===== config.mk =====
export PLATFORM = sky130hd
export DESIGN_NAME = uart_cmd_rx_flat
export DESIGN_NICKNAME = d
export VERILOG_FILES = /design/src/rtl/uart_cmd_rx_pkg.sv /design/src/rtl/uart_cmd_rx_if.sv /design/src/rtl/uart_rx_byte.sv /design/src/rtl/uart_cmd_rx.sv /design/src/flat_wrapper.sv
export SDC_FILE = /design/constraint.sdc
export NUM_CORES = 1
export LEC_CHECK = 0
export BUFFER_PORTS_ARGS = -buffer_cell sky130_fd_sc_hd__clkbuf_2
export CAP_MARGIN = 5
export CORE_UTILIZATION = 45
export DETAILED_ROUTE_END_ITERATION = 8
export PLACE_DENSITY_LB_ADDON = 0.05
export SLEW_MARGIN = 10
export SYNTH_ARGS = -nofsm -noshare
export SYNTH_HDL_FRONTEND = slang
export SYNTH_SLANG_ARGS = --single-unit

===== constraint.sdc =====
create_clock -name clk -period 2.2 [get_ports clk]
set_input_delay 0.33 -clock clk [delete_from_list [all_inputs] [get_ports clk]]
set_output_delay 0.33 -clock clk [all_outputs]
set_load 0.01 [all_outputs]

===== src/rtl/uart_cmd_rx_pkg.sv =====
// Shared definitions for the host-to-FPGA command receiver.
// Contents:
//   HDR_DEFAULT / TAIL_DEFAULT  frame delimiter bytes
//   parser_state_t              frame parser states
//   bit_state_t                 UART bit-level receiver states
//   baud_div()                  clock cycles per bit for a given clock and line rate
package uart_cmd_rx_pkg;

    localparam logic [7:0] HDR_DEFAULT  = 8'hAA;
    localparam logic [7:0] TAIL_DEFAULT = 8'h55;

    typedef enum logic [2:0] {
        WAIT_HDR,
        GET_CMD,
        GET_DATA,
        GET_SUM,
        GET_TAIL
    } parser_state_t;

    typedef enum logic [1:0] {
        BIT_IDLE,
        BIT_START,
        BIT_DATA,
        BIT_STOP
    } bit_state_t;

    function automatic int baud_div(input int clk_freq, input int baud);
        return clk_freq / baud;
    endfunction

endpackage


===== src/rtl/uart_cmd_rx_if.sv =====
// Command receiver bus: serial line in, validated command out.
// Signals:
//   uart_rx    serial input, idle high
//   cmd_valid  one-cycle pulse, good frame received
//   cmd_code   CMD byte of last good frame
//   cmd_data   {D3,D2,D1,D0} of last good frame
//   frame_err  one-cycle pulse, framing/checksum/tail/timeout error
//   rx_busy    receiver is mid-frame or mid-byte
// Modports: master = the receiver, slave = the consumer / line driver.
interface uart_cmd_rx_if;
    logic        uart_rx;
    logic        cmd_valid;
    logic [7:0]  cmd_code;
    logic [31:0] cmd_data;
    logic        frame_err;
    logic        rx_busy;

    modport master (
        input  uart_rx,
        output cmd_valid, cmd_code, cmd_data, frame_err, rx_busy
    );

    modport slave (
        output uart_rx,
        input  cmd_valid, cmd_code, cmd_data, frame_err, rx_busy
    );
endinterface


===== src/rtl/uart_rx_byte.sv =====
// 8N1 UART byte receiver: 2-FF synchroniser, baud counter and bit FSM.
// Ports:
//   clk, rst_n   clock, asynchronous active-low reset
//   rx_in        asynchronous serial input, idle high
//   byte_vld     one-cycle strobe, byte received with a good stop bit
//   byte_data    received byte, stable from byte_vld until the next byte's data bits
//   stop_err     one-cycle strobe, stop bit sampled low (byte discarded)
//   busy         a byte is being received
module uart_rx_byte #(
    parameter int BAUD_DIV = 434
) (
    input  logic       clk,
    input  logic       rst_n,
    input  logic       rx_in,
    output logic       byte_vld,
    output logic [7:0] byte_data,
    output logic       stop_err,
    output logic       busy
);
    import uart_cmd_rx_pkg::*;

    localparam int               CNT_W   = $clog2(BAUD_DIV);
    localparam logic [CNT_W-1:0] HALF_M1 = CNT_W'(BAUD_DIV / 2 - 1);
    localparam logic [CNT_W-1:0] FULL_M1 = CNT_W'(BAUD_DIV - 1);

    logic [1:0]       sync_q, sync_d;
    logic             prev_q, prev_d;
    bit_state_t       state_q, state_d;
    logic [CNT_W-1:0] cnt_q, cnt_d;
    logic [2:0]       bit_idx_q, bit_idx_d;
    logic [7:0]       shift_q, shift_d;
    logic             byte_vld_q, byte_vld_d;
    logic             stop_err_q, stop_err_d;
    logic             rx_s;

    assign rx_s = sync_q[1];

    // Start is an edge, not a level, so a line held low after a bad stop
    // bit does not retrigger. The start bit is re-checked at half a bit to
    // reject glitches; after that every sample lands on a bit centre.
    always_comb begin
        sync_d     = {sync_q[0], rx_in};
        prev_d     = rx_s;
        state_d    = state_q;
        cnt_d      = cnt_q;
        bit_idx_d  = bit_idx_q;
        shift_d    = shift_q;
        byte_vld_d = 1'b0;
        stop_err_d = 1'b0;
        case (state_q)
            BIT_IDLE: begin
                if (prev_q && !rx_s) begin
                    state_d = BIT_START;
                    cnt_d   = '0;
                end
            end
            BIT_START: begin
                if (cnt_q == HALF_M1) begin
                    cnt_d     = '0;
                    bit_idx_d = '0;
                    state_d   = rx_s ? BIT_IDLE : BIT_DATA;
                end else begin
                    cnt_d = cnt_q + 1'b1;
                end
            end
            BIT_DATA: begin
                if (cnt_q == FULL_M1) begin
                    cnt_d   = '0;
                    shift_d = {rx_s, shift_q[7:1]};
                    if (bit_idx_q == 3'd7) begin
                        state_d = BIT_STOP;
                    end else begin
                        bit_idx_d = bit_idx_q + 1'b1;
                    end
                end else begin
                    cnt_d = cnt_q + 1'b1;
                end
            end
            BIT_STOP: begin
                if (cnt_q == FULL_M1) begin
                    cnt_d      = '0;
                    state_d    = BIT_IDLE;
                    byte_vld_d = rx_s;
                    stop_err_d = !rx_s;
                end else begin
                    cnt_d = cnt_q + 1'b1;
                end
            end
            default: state_d = BIT_IDLE;
        endcase
    end

    // Synchroniser and edge history preset to the idle-high line level.
    always_ff @(posedge clk or negedge rst_n) begin
        if (!rst_n) begin
            sync_q     <= 2'b11;
            prev_q     <= 1'b1;
            state_q    <= BIT_IDLE;
            cnt_q      <= '0;
            bit_idx_q  <= '0;
            shift_q    <= '0;
            byte_vld_q <= 1'b0;
            stop_err_q <= 1'b0;
        end else begin
            sync_q     <= sync_d;
            prev_q     <= prev_d;
            state_q    <= state_d;
            cnt_q      <= cnt_d;
            bit_idx_q  <= bit_idx_d;
            shift_q    <= shift_d;
            byte_vld_q <= byte_vld_d;
            stop_err_q <= stop_err_d;
        end
    end

    assign byte_vld  = byte_vld_q;
    assign byte_data = shift_q;
    assign stop_err  = stop_err_q;
    assign busy      = (state_q != BIT_IDLE);

endmodule


===== src/rtl/uart_cmd_rx.sv =====
// Host command receiver: parses 8-byte frames AA CMD D3 D2 D1 D0 SUM 55
// arriving over 8N1 UART and delivers the command and 32-bit operand.
// Ports:
//   clk, rst_n   clock, asynchronous active-low reset
//   bus          uart_cmd_rx_if.master: uart_rx in; cmd_valid, cmd_code,
//                cmd_data, frame_err, rx_busy out
module uart_cmd_rx #(
    parameter int         CLK_FREQ    = 50_000_000,
    parameter int         BAUD        = 115200,
    parameter logic [7:0] HDR         = uart_cmd_rx_pkg::HDR_DEFAULT,
    parameter logic [7:0] TAIL        = uart_cmd_rx_pkg::TAIL_DEFAULT,
    parameter int         TIMEOUT_BIT = 20
) (
    input  logic             clk,
    input  logic             rst_n,
    uart_cmd_rx_if.master    bus
);
    import uart_cmd_rx_pkg::*;

    localparam int            BAUD_DIV = baud_div(CLK_FREQ, BAUD);
    localparam int            TO_LIMIT = TIMEOUT_BIT * BAUD_DIV;
    localparam int            TO_W     = $clog2(TO_LIMIT);
    localparam logic [TO_W-1:0] TO_LAST = TO_W'(TO_LIMIT - 1);

    logic       byte_vld;
    logic [7:0] byte_data;
    logic       stop_err;
    logic       byte_busy;

    uart_rx_byte #(.BAUD_DIV(BAUD_DIV)) u_byte (
        .clk      (clk),
        .rst_n    (rst_n),
        .rx_in    (bus.uart_rx),
        .byte_vld (byte_vld),
        .byte_data(byte_data),
        .stop_err (stop_err),
        .busy     (byte_busy)
    );

    parser_state_t state_q, state_d;
    logic [7:0]    cmd_lat_q, cmd_lat_d;
    logic [31:0]   data_sh_q, data_sh_d;
    logic [7:0]    sum_q, sum_d;
    logic          sum_bad_q, sum_bad_d;
    logic [1:0]    idx_q, idx_d;
    logic [TO_W-1:0] to_cnt_q, to_cnt_d;
    logic [7:0]    cmd_code_q, cmd_code_d;
    logic [31:0]   cmd_data_q, cmd_data_d;
    logic          cmd_valid_q, cmd_valid_d;
    logic          frame_err_q, frame_err_d;

    // The command is staged in cmd_lat/data_sh and only copied to the
    // outputs once the tail confirms the frame, so outputs never show a
    // partial update. A checksum mismatch is remembered and judged at the
    // tail so a bad frame still consumes all eight bytes. The idle timer
    // restarts on every strobe and while a byte is arriving.
    always_comb begin
        state_d     = state_q;
        cmd_lat_d   = cmd_lat_q;
        data_sh_d   = data_sh_q;
        sum_d       = sum_q;
        sum_bad_d   = sum_bad_q;
        idx_d       = idx_q;
        to_cnt_d    = to_cnt_q;
        cmd_code_d  = cmd_code_q;
        cmd_data_d  = cmd_data_q;
        cmd_valid_d = 1'b0;
        frame_err_d = 1'b0;
        if (stop_err) begin
            frame_err_d = 1'b1;
            state_d     = WAIT_HDR;
            to_cnt_d    = '0;
        end else if (byte_vld) begin
            to_cnt_d = '0;
            case (state_q)
                WAIT_HDR: begin
                    if (byte_data == HDR) state_d = GET_CMD;
                end
                GET_CMD: begin
                    cmd_lat_d = byte_data;
                    sum_d     = byte_data;
                    idx_d     = 2'd3;
                    state_d   = GET_DATA;
                end
                GET_DATA: begin
                    data_sh_d = {data_sh_q[23:0], byte_data};
                    sum_d     = sum_q + byte_data;
                    idx_d     = idx_q - 2'd1;
                    if (idx_q == 2'd0) state_d = GET_SUM;
                end
                GET_SUM: begin
                    sum_bad_d = (byte_data != sum_q);
                    state_d   = GET_TAIL;
                end
                GET_TAIL: begin
                    if (byte_data == TAIL && !sum_bad_q) begin
                        cmd_valid_d = 1'b1;
                        cmd_code_d  = cmd_lat_q;
                        cmd_data_d  = data_sh_q;
                    end else begin
                        frame_err_d = 1'b1;
                    end
                    state_d = WAIT_HDR;
                end
                default: state_d = WAIT_HDR;
            endcase
        end else if (state_q == WAIT_HDR || byte_busy) begin
            to_cnt_d = '0;
        end else if (to_cnt_q == TO_LAST) begin
            frame_err_d = 1'b1;
            state_d     = WAIT_HDR;
            to_cnt_d    = '0;
        end else begin
            to_cnt_d = to_cnt_q + 1'b1;
        end
    end

    always_ff @(posedge clk or negedge rst_n) begin
        if (!rst_n) begin
            state_q     <= WAIT_HDR;
            cmd_lat_q   <= '0;
            data_sh_q   <= '0;
            sum_q       <= '0;
            sum_bad_q   <= 1'b0;
            idx_q       <= '0;
            to_cnt_q    <= '0;
            cmd_code_q  <= '0;
            cmd_data_q  <= '0;
            cmd_valid_q <= 1'b0;
            frame_err_q <= 1'b0;
        end else begin
            state_q     <= state_d;
            cmd_lat_q   <= cmd_lat_d;
            data_sh_q   <= data_sh_d;
            sum_q       <= sum_d;
            sum_bad_q   <= sum_bad_d;
            idx_q       <= idx_d;
            to_cnt_q    <= to_cnt_d;
            cmd_code_q  <= cmd_code_d;
            cmd_data_q  <= cmd_data_d;
            cmd_valid_q <= cmd_valid_d;
            frame_err_q <= frame_err_d;
        end
    end

    assign bus.cmd_valid = cmd_valid_q;
    assign bus.cmd_code  = cmd_code_q;
    assign bus.cmd_data  = cmd_data_q;
    assign bus.frame_err = frame_err_q;
    assign bus.rx_busy   = (state_q != WAIT_HDR) || byte_busy;

endmodule


===== src/flat_wrapper.sv =====
// flat-port wrapper written by rule: the top's interface ports become plain ports
module uart_cmd_rx_flat import uart_cmd_rx_pkg::*;
#(
    parameter int         CLK_FREQ    = 50_000_000,
    parameter int         BAUD        = 115200,
    parameter logic [7:0] HDR         = uart_cmd_rx_pkg::HDR_DEFAULT,
    parameter logic [7:0] TAIL        = uart_cmd_rx_pkg::TAIL_DEFAULT,
    parameter int         TIMEOUT_BIT = 20
)
  (clk, rst_n, bus_uart_rx, bus_cmd_valid, bus_cmd_code, bus_cmd_data, bus_frame_err, bus_rx_busy);
  uart_cmd_rx_if bus_i ();
  input  logic clk;
  input  logic rst_n;
  input wire logic [$bits(bus_i.uart_rx)-1:0] bus_uart_rx;
  output wire logic [$bits(bus_i.cmd_valid)-1:0] bus_cmd_valid;
  output wire logic [$bits(bus_i.cmd_code)-1:0] bus_cmd_code;
  output wire logic [$bits(bus_i.cmd_data)-1:0] bus_cmd_data;
  output wire logic [$bits(bus_i.frame_err)-1:0] bus_frame_err;
  output wire logic [$bits(bus_i.rx_busy)-1:0] bus_rx_busy;
  assign bus_i.uart_rx = bus_uart_rx;
  assign bus_cmd_valid = bus_i.cmd_valid;
  assign bus_cmd_code = bus_i.cmd_code;
  assign bus_cmd_data = bus_i.cmd_data;
  assign bus_frame_err = bus_i.frame_err;
  assign bus_rx_busy = bus_i.rx_busy;
  uart_cmd_rx #(.CLK_FREQ(CLK_FREQ), .BAUD(BAUD), .HDR(HDR), .TAIL(TAIL), .TIMEOUT_BIT(TIMEOUT_BIT)) u_core (.clk(clk), .rst_n(rst_n), .bus(bus_i));
endmodule

==> impl_metrics.yaml, run 1 <==
sta:
  drv_slew: 0
  fin_crit_sh_pct: 95.0
  finalHoldViolCount: 0
  fmax_ghz: 0.478
  tightest_slew_ns: 0.450
  min_period_ns: 2.09
  final.setup.worst_slack_ns: 0.109
  rsz0062_at_grt: "true"
  maxSlewHeadroom_pct: 70.0
  setup_viol: 0
  clock_skew_ns: 0.00968
route:
  drt_iter0_drc: 203
  vias_per_cell: 5.20
  postRouteAntennaNets: 0
  wl_um: 12500
  wl_per_cell_um: 15.1
  route.detailed.drc: 0
  vias: 4297
  drt-pass1-iter-count: 5
clock_network:
  insertion_delay_ns: 0.42
  cts_tree: "built"
  cts_setup_buffers: 0
  clk_pin_slew_ns: 0.07
  clock_path_buffers: 2
  h-tree-depth: 4
  cts-root-buf: "clkbuf_16"
  cts_sinks: 137
  numCtsBuffers: 17
placed_design:
  hpwl_um: 8380
  pre_cts_ws_ns: 0.109
  port_buffers: 45
  gp_congestion: 0.853
critical_path:
  worstPathMaxFanout: 7
  rr_startpoint: "u_core.u_byte.byte_data[2]$_DFFE_PN0P_"
  rrSetupSlack_ns: 0.11
  crit_type: "register to register"
  r2r_cells: 7
  worstSetupEndpointType: "register"
  cp_data_arrival_time_ns: 2.44
  cp-start-kind: "register"
  cp.required_ns: 2.55
  startpoint: "u_core.u_byte.byte_data[2]$_DFFE_PN0P_"
  regToRegEndpoint: "u_core.sum_q[7]$_DFFE_PN0P_"
yosys:
  yosysSeqAreaShare_pct: 54.8
  synth_ff_type: "dfrtp_1"
  synth_seq_cells: 137
  synthAdderAreaFrac_pct: 3.11
  ys_types: 57
  synth-simple-area-share_pct: 17.3
  ys_async_sr_fraction_pct: 100
  synth-xor-area-share_pct: 2.10
  avgSynthCellArea_um2: 11.1
  syn_inst: 564
  synth_mux_area_share_pct: 12.5
  yosysWarnings: 0
  synth_compound_area_share_pct: 6.69
  syn_area_mm2: 0.00627
  synth-edff-count: 0
  syn_nets: 582
  synth_top_family_by_area: "simple AND/OR/NAND/NOR gates"
hold_path:
  worstHoldPathCells: 0
  hold_end: "u_core.u_byte.sync_q[1]$_DFF_PN1_"
  min_path_type: "register to register"
  hp-start: "u_core.u_byte.sync_q[0]$_DFF_PN1_"
power:
  power_density_mw_per_mm2: 764
  power_uw: 5700
  p_leak_uw: 0.00366
  irDropWorstVdd_v: 0.000440
die:
  dieHeight_um: 120
  num_rows: 42
  die_x_um: 120
  boundaryPins: 46
  coreArea_mm2: 0.0134
  die_area_mm2: 0.0144
  start_util_pct: 46.8
grt:
  grt_usage_pct: 18.9
  antenna_found_initial: 0
  grt_pass1_vias: 4294
  grt_first_pass_wirelength_um: 21500
  grt_overflow: 0
  grt_max_degree: 49
layout:
  syn_to_final_growth_pct: 19.0
  drive_above_1_share_pct: 26.5
  fin_nets: 655
  antenna_cells: 0
flow_run:
  drv_cap: 0
status:
  status: "finished, final reports clean"
## stage by stage
step | TNS, ns | util [%] | hold slack (ns) | instance area (µm²) | cells
2_1_floorplan | 0 | - | 0.0344 | 6270 | 564
3_3_place_gp | 0 | 51.2 | 0.296 | 6860 | 791
3_5_place_dp | 0 | 51.2 | 0.297 | 6860 | 791
4_1_cts | 0 | 55.5 | 0.360 | 7440 | 825
5_1_grt | -0.0197 | 55.6 | 0.366 | 7460 | 826
6_report | 0 | 55.6 | 0.359 | 7460 | 826
## layout by cell type (no fill, tap or decap), types with 3 or more instances in the layout
master	instances
nor3b_1	3
inv_6	9
nor2_1	33
a22o_1	4
a21oi_1	21
dfstp_2	3
or3_1	7
dfrtp_1	134
nor2b_1	3
nor3_1	12
xor2_1	6
mux2_4	39
nand2_1	127
o21ai_0	13
mux2_2	16
clkbuf_16	18
nand4_1	5
clkbuf_2	44
buf_12	6
o21a_1	3
buf_4	21
o211ai_1	3
nand4b_1	3
and3_1	3
ha_1	14
inv_1	18
nand3_1	13
a31oi_1	11
xnor2_1	9
nor4_1	3
nand2b_1	3
## cells in the mapped netlist (all sizes together), types with 3 or more instances
cell      n  area [µm²]
mux2     55         766
buf       7        60.1
nand2b    3        18.8
inv      18        67.6
nor2     34         130
ha       14         175
nor2b     4        25.0
nand4b    3        26.3
a31oi    11        68.8
o211ai    3        22.5
and3      3        18.8
nand3    14        75.1
nand4     5        31.3
a22o      4        35.0
nand2   127         477
nor4      4        40.0
dfrtp   134        3350
xnor2     9        78.8
dfstp     3        78.8
or3       7        43.8
clkbuf   13        48.8
o21ai    14        70.1
a21oi    21         105
nor3b     4        35.0
nor3     13        70.1
xor2      6        52.6
o21a      3        22.5
## routing by layer
metal | vias up | global-route usage [%] | wire [µm]
li1 | 2088 | - | -
met1 | 2105 | 26.4 | 6020
met2 | 80 | 28.6 | 5840
met3 | 24 | 3.99 | 390
met4 | 0 | 7.73 | 235
met5 | - | 0 | 0
## report_power, final
part	internal, µW	switching [µW]	total (µW)
Sequential	2590	84.7	2670
Combinational	159	189	348
Clock	1480	1190	2680
## flip-flops by register name, summed over array words and instances, names as in the netlist, named ones only
signal and count:
u_core.u_byte.bit_idx_q 3, u_core.u_byte.state_q 1, u_core.data_sh_q 32, u_core.sum_bad_q 1, u_core.to_cnt_q 14, u_core.state_q 3
u_core.u_byte.byte_vld 1, u_core.bus.frame_err 1, u_core.bus.cmd_valid 1, u_core.bus.cmd_code 8, u_core.idx_q 2, u_core.u_byte.prev_q 1
u_core.u_byte.byte_data 8, u_core.u_byte.cnt_q 9, u_core.u_byte.sync_q 2, u_core.u_byte.stop_err 1, u_core.cmd_lat_q 8, u_core.bus.cmd_data 32
u_core.sum_q 8
## critical path: stages (launching register included)
cell and delay [ns]:
dfrtp_1 0.39, buf_4 0.17, ha_1 0.25, a211oi_1 0.35
o211ai_1 0.16, a21oi_1 0.26, mux2_2 0.36, nand4_1 0.08
## timing repair
item / 4_1_cts / 5_1_grt
hold buffers: 2 / 0
setup endpoints to repair: 0 / 4
endpoints found under the hold margin: 46 / 0
gates resized for setup: 0 / 3
## cell type report
type	instances	area [µm²]
Clock buffer	17	425
Inverter	18	67.6
Clock inverter	15	128
Multi-Input combinational cell	387	2620
Tap cell	176	220
Sequential cell	137	3430
Timing Repair Buffer	76	566
Fill cell	1154	5940
## cells by family after synthesis
logic type	after synthesis
simple gates	232
flops	137
compound gates	68
mux	57
buf+inv	40
xor+xnor	15
fa+ha+maj	15
## worst max-delay path by stage
stage / end
2_1_floorplan: u_core.bus.cmd_code[1]$_DFFE_PN0P_
3_3_place_gp: u_core.bus.cmd_code[0]$_DFFE_PN0P_
3_5_place_dp: u_core.bus.cmd_code[0]$_DFFE_PN0P_
4_1_cts: u_core.sum_q[4]$_DFFE_PN0P_
5_1_grt: u_core.sum_q[7]$_DFFE_PN0P_
6_report: u_core.sum_q[7]$_DFFE_PN0P_
No activity file was read; power rests on OpenSTA's default activity.
==> inputs of run 2 (changes only) <==
Settings changed: CORE_UTILIZATION 45 to 40.
==> impl_metrics.yaml, run 2 (same netlist as run 1, synthesis figures left out) <==
clock_network:
  cts_setup_buffers: 0
  cts-root-buf: "clkbuf_16"
  insertion_delay_ns: 0.41
  h-tree-depth: 4
  clk_pin_slew_ns: 0.06
  clock_path_buffers: 2
  numCtsBuffers: 17
  cts_sinks: 137
  cts_tree: "built"
layout:
  final_common_cell: "dfrtp_1"
  seqCellArea_mm2: 0.00343
  multi_input_area_mm2: 0.00262
  final_area_mm2: 0.00750
  final_cell_mix: "dfrtp_1 (133), nand2_1 (127), clkbuf_2 (44)"
  antenna_cells: 0
  syn_to_final_growth_pct: 19.7
  fillers: 1404
  fin_nets: 651
  drive_above_1_share_pct: 26.2
sta:
  maxSlewHeadroom_pct: 48.1
  hold_ws_ns: 0.359
  fin_crit_sh_pct: 94.0
  clock_skew_ns: 0.00674
  tightest_slew_ns: 0.773
  setup_viol: 0
  finalHoldViolCount: 0
  final.setup.worst_slack_ns: 0.133
  drv_slew: 0
  min_period_ns: 2.07
  fmax_ghz: 0.484
  fin_tns_setup_ns: 0
  rsz0062_at_grt: "false"
grt:
  grt_overflow: 0
  grt_first_pass_wirelength_um: 21200
  grt_max_degree: 48
  grt_usage_pct: 16.8
  grt_pass1_vias: 4209
  antenna_found_initial: 0
hold_path:
  min_path_type: "register to register"
  hp-start: "u_core.u_byte.sync_q[0]$_DFF_PN1_"
status:
  status: "finished, final reports clean"
placed_design:
  pre_cts_ws_ns: 0.0940
  dpl_cell_area_mm2: 0.00685
  hpwl_um: 8340
  gp_congestion: 0.813
  port_buffers: 45
critical_path:
  worstSetupEndpointType: "register"
  worstPathMaxFanout: 7
  cp_data_arrival_time_ns: 2.41
  rr_startpoint: "u_core.u_byte.byte_data[2]$_DFFE_PN0P_"
  cp-start-kind: "register"
  rrSetupSlack_ns: 0.13
  r2r_cells: 7
  startpoint: "u_core.u_byte.byte_data[2]$_DFFE_PN0P_"
  crit_type: "register to register"
  cp.required_ns: 2.54
  regToRegEndpoint: "u_core.sum_q[7]$_DFFE_PN0P_"
  crit_path_end: "u_core.sum_q[7]$_DFFE_PN0P_"
die:
  coreArea_mm2: 0.0153
  dieHeight_um: 127
  die_area_mm2: 0.0162
  num_rows: 45
  start_util_pct: 41.1
  die_x_um: 127
  boundaryPins: 46
route:
  vias: 4201
  vias_per_cell: 4.90
  route.detailed.drc: 0
  wl_per_cell_um: 14.3
  drt_iter0_drc: 192
  postRouteAntennaNets: 0
  wl_um: 12300
  drt-pass1-iter-count: 4
power:
  power_uw: 6010
  p_leak_uw: 0.00365
  power_density_mw_per_mm2: 801
  irDropWorstVdd_v: 0.000527
flow_run:
  drv_cap: 0
==> run 2: changes by cell type in the layout (fill, tap and decap cells not counted), moves of 2 or more <==
cell,delta
buf_12,-2
bufinv_16,+3
inv_6,-6
clkinv_4,+3
clkinv_2,-2
==> run 2: layout make-up <==
| cell class | instances | area share [%] |
|---|---|---|
| flip-flops and latches | 137 | 45.8 |
| multi-input cells | 387 | 34.9 |
| clock inverters | 14 | 2.52 |
| repair buffers | 72 | 6.52 |
| well taps | 211 | 3.52 |
| inverters | 18 | 0.901 |
| clock buffers | 18 | 5.85 |
==> run 2: worst min-delay path by stage <==
stage / end / slack [ns] / cells after the start
2_1_floorplan: async pin / 0.03 / 0
3_3_place_gp: u_core.bus.cmd_code[4]$_DFFE_PN0P_ / 0.30 / 1
3_5_place_dp: u_core.bus.cmd_code[4]$_DFFE_PN0P_ / 0.31 / 1
4_1_cts: u_core.u_byte.sync_q[1]$_DFF_PN1_ / 0.36 / 0
5_1_grt: u_core.u_byte.sync_q[1]$_DFF_PN1_ / 0.36 / 0
6_report: u_core.u_byte.sync_q[1]$_DFF_PN1_ / 0.36 / 0
==> run 2: critical path: stages, from the launching register on <==
cell      delay [ns]
dfrtp_1         0.39
buf_4           0.17
ha_1            0.33
o211ai_1        0.25
o211ai_1        0.12
a21oi_1         0.29
mux2_2          0.37
nand4_1         0.08
==> run 2: report_power, final <==
part,total [µW],internal [µW],switching [µW],leakage [µW]
Combinational,336,150,186,0.00146
Clock,3000,1850,1150,0.000302
Sequential,2680,2590,88.2,0.00189
Total,6010,4590,1430,0.00365
==> run 2: metal layers <==
metal	vias to the layer above	wire length [µm]	GRT usage [%]
met4	0	182	6.37
met3	14	241	3.43
li1	2086	-	-
met5	-	0	0
met1	2040	6090	22.3
met2	61	5780	27.1
==> run 2: metrics by stage <==
| step | std cells | util [%] |
|---|---|---|
| final | 857 | 49.2 |
| after global routing | 857 | 49.2 |
| after CTS | 857 | 49.1 |
| after detailed placement | 823 | 44.9 |
| after global placement | 823 | 44.9 |
| after floorplan | 564 | - |
==> run 2: timing repair <==
item,4_1_cts,5_1_grt
setup endpoints to repair,0,10
hold endpoints to repair,43,0
hold buffers,2,0
resized for setup,0,2
==> inputs of run 3 (changes only) <==
Settings changed: CTS_BUF_LIST set to sky130_fd_sc_hd__clkbuf_16.
==> impl_metrics.yaml, run 3 (same netlist as run 1, synthesis figures left out) <==
critical_path:
  rrSetupSlack_ns: 0.13
  worstPathMaxFanout: 7
  crit_type: "register to register"
  r2r_cells: 7
  rr_startpoint: "u_core.u_byte.byte_data[2]$_DFFE_PN0P_"
  worstSetupEndpointType: "register"
  cp_data_arrival_time_ns: 2.41
  cp-start-kind: "register"
  cp.required_ns: 2.54
  regToRegEndpoint: "u_core.sum_q[7]$_DFFE_PN0P_"
clock_network:
  cts_sinks: 137
  clk_pin_slew_ns: 0.06
  cts-root-buf: "clkbuf_16"
  insertion_delay_ns: 0.41
  cts_tree: "built"
  cts_setup_buffers: 0
  h-tree-depth: 4
  numCtsBuffers: 17
  clock_path_buffers: 2
die:
  boundaryPins: 46
  die_x_um: 127
  die_area_mm2: 0.0162
  dieHeight_um: 127
  start_util_pct: 41.1
  num_rows: 45
  coreArea_mm2: 0.0153
status:
  status: "finished, final reports clean"
layout:
  fin_nets: 651
  syn_to_final_growth_pct: 19.5
  final_common_cell: "dfrtp_1"
  fillers: 1406
  drive_above_1_share_pct: 26.0
  final_cell_mix: "dfrtp_1 (133), nand2_1 (127), clkbuf_2 (44)"
  antenna_cells: 0
hold_path:
  worstHoldPathCells: 0
  min_path_type: "register to register"
  hold_end: "u_core.u_byte.sync_q[1]$_DFF_PN1_"
  hp-start: "u_core.u_byte.sync_q[0]$_DFF_PN1_"
grt:
  grt_overflow: 0
  grt_pass1_vias: 4209
  grt_max_degree: 48
  antenna_found_initial: 0
  grt_usage_pct: 16.8
  grt_first_pass_wirelength_um: 21200
route:
  drt-pass1-iter-count: 4
  postRouteAntennaNets: 0
  top_layer_used: "met4"
  wl_per_cell_um: 14.3
  wl_met3_um: 252
  drt_iter0_drc: 194
  vias: 4205
  vias_per_cell: 4.91
  wl_met2_um: 5790
  route.detailed.drc: 0
  wl_met1_um: 6060
  wl_um: 12300
placed_design:
  pre_cts_ws_ns: 0.0940
  hpwl_um: 8340
  port_buffers: 45
  gp_congestion: 0.813
power:
  switching_share_pct: 23.9
  p_comb_share_pct: 5.6
  p_int_uw: 4550
  switchingPower_uw: 1430
  power_density_mw_per_mm2: 798
  irDropWorstVdd_v: 0.000527
  p_clk_share_pct: 49.6
  p_leak_uw: 0.00364
  p_seq_share_pct: 44.8
sta:
  fin_tns_setup_ns: 0
  maxSlewHeadroom_pct: 48.1
  final.setup.worst_slack_ns: 0.133
  fmax_ghz: 0.484
  finalHoldViolCount: 0
  clock_skew_ns: 0.00669
  setup_viol: 0
  drv_slew: 0
  rsz0062_at_grt: "false"
  tightest_slew_ns: 0.773
  fin_crit_sh_pct: 94.0
  min_period_ns: 2.07
flow_run:
  drv_cap: 0
-- run 3: layout make-up --
type / instances / area [µm²] / share of cell area [%]
flip-flops and latches: 137 / 3430 / 45.8
multi-input cells: 387 / 2620 / 35.0
repair buffers: 72 / 489 / 6.53
clock buffers: 17 / 425 / 5.68
well taps: 211 / 264 / 3.52
clock inverters: 15 / 193 / 2.57
inverters: 18 / 67.6 / 0.902
-- run 3: power groups by stage --
| stage | Clock, µW | Sequential (µW) | Combinational, µW |
|---|---|---|---|
| finish | 2960 | 2680 | 336 |
| global route | 3170 | 2690 | 394 |
| CTS | 3040 | 2670 | 348 |
| detailed placement | 0 | 2720 | 344 |
| global placement | 0 | 2720 | 333 |
| floorplan | 0 | 2690 | 219 |
-- run 3: through the flow --
| stage | area [µm²] | cells | hold slack (ns) | power [µW] | util (%) |
|---|---|---|---|---|---|
| 6_report | 7490 | 857 | 0.359 | 5980 | 49.1 |
| 5_1_grt | 7490 | 857 | 0.361 | 6250 | 49.1 |
| 4_1_cts | 7490 | 857 | 0.359 | 6060 | 49.1 |
| 3_5_place_dp | 6850 | 823 | 0.308 | 3060 | 44.9 |
| 3_3_place_gp | 6850 | 823 | 0.303 | 3050 | 44.9 |
| 2_1_floorplan | 6270 | 564 | 0.0344 | 2910 | - |
-- run 3: layer usage --
| layer | track usage (%) | up-vias |
|---|---|---|
| met4 | 6.37 | 0 |
| met2 | 27.1 | 67 |
| met5 | 0 | - |
| met1 | 22.3 | 2039 |
| met3 | 3.43 | 14 |
| li1 | - | 2085 |
-- run 3: critical path, cell delays in order, from the launching register on --
cell and delay [ns]:
dfrtp_1 0.39, buf_4 0.17, ha_1 0.33, o211ai_1 0.25, o211ai_1 0.12, a21oi_1 0.29
mux2_2 0.37, nand4_1 0.08
-- run 3: repair_timing --
action | CTS | global route
endpoints found under the setup margin | 0 | 10
resized for setup | 0 | 2
hold endpoints to repair | 43 | 0
hold buffers | 2 | 0
-- run 3: worst max path at each step --
stage / start / to / slack (ns) / cells past startpoint
finish: u_core.u_byte.byte_data[2]$_DFFE_PN0P_ / u_core.sum_q[7]$_DFFE_PN0P_ / 0.13 / 7
global route: u_core.to_cnt_q[0]$_DFF_PN0_ / u_core.bus.frame_err$_DFF_PN0_ / 0.002 / 5
CTS: u_core.u_byte.byte_data[0]$_DFFE_PN0P_ / u_core.sum_q[4]$_DFFE_PN0P_ / 0.08 / 8
detailed placement: u_core.u_byte.byte_data[0]$_DFFE_PN0P_ / u_core.sum_q[4]$_DFFE_PN0P_ / 0.09 / 8
global placement: u_core.u_byte.byte_data[1]$_DFFE_PN0P_ / u_core.sum_q[7]$_DFFE_PN0P_ / 0.09 / 6
floorplan: u_core.u_byte.byte_data[3]$_DFFE_PN0P_ / u_core.bus.cmd_code[1]$_DFFE_PN0P_ / 0.23 / 6
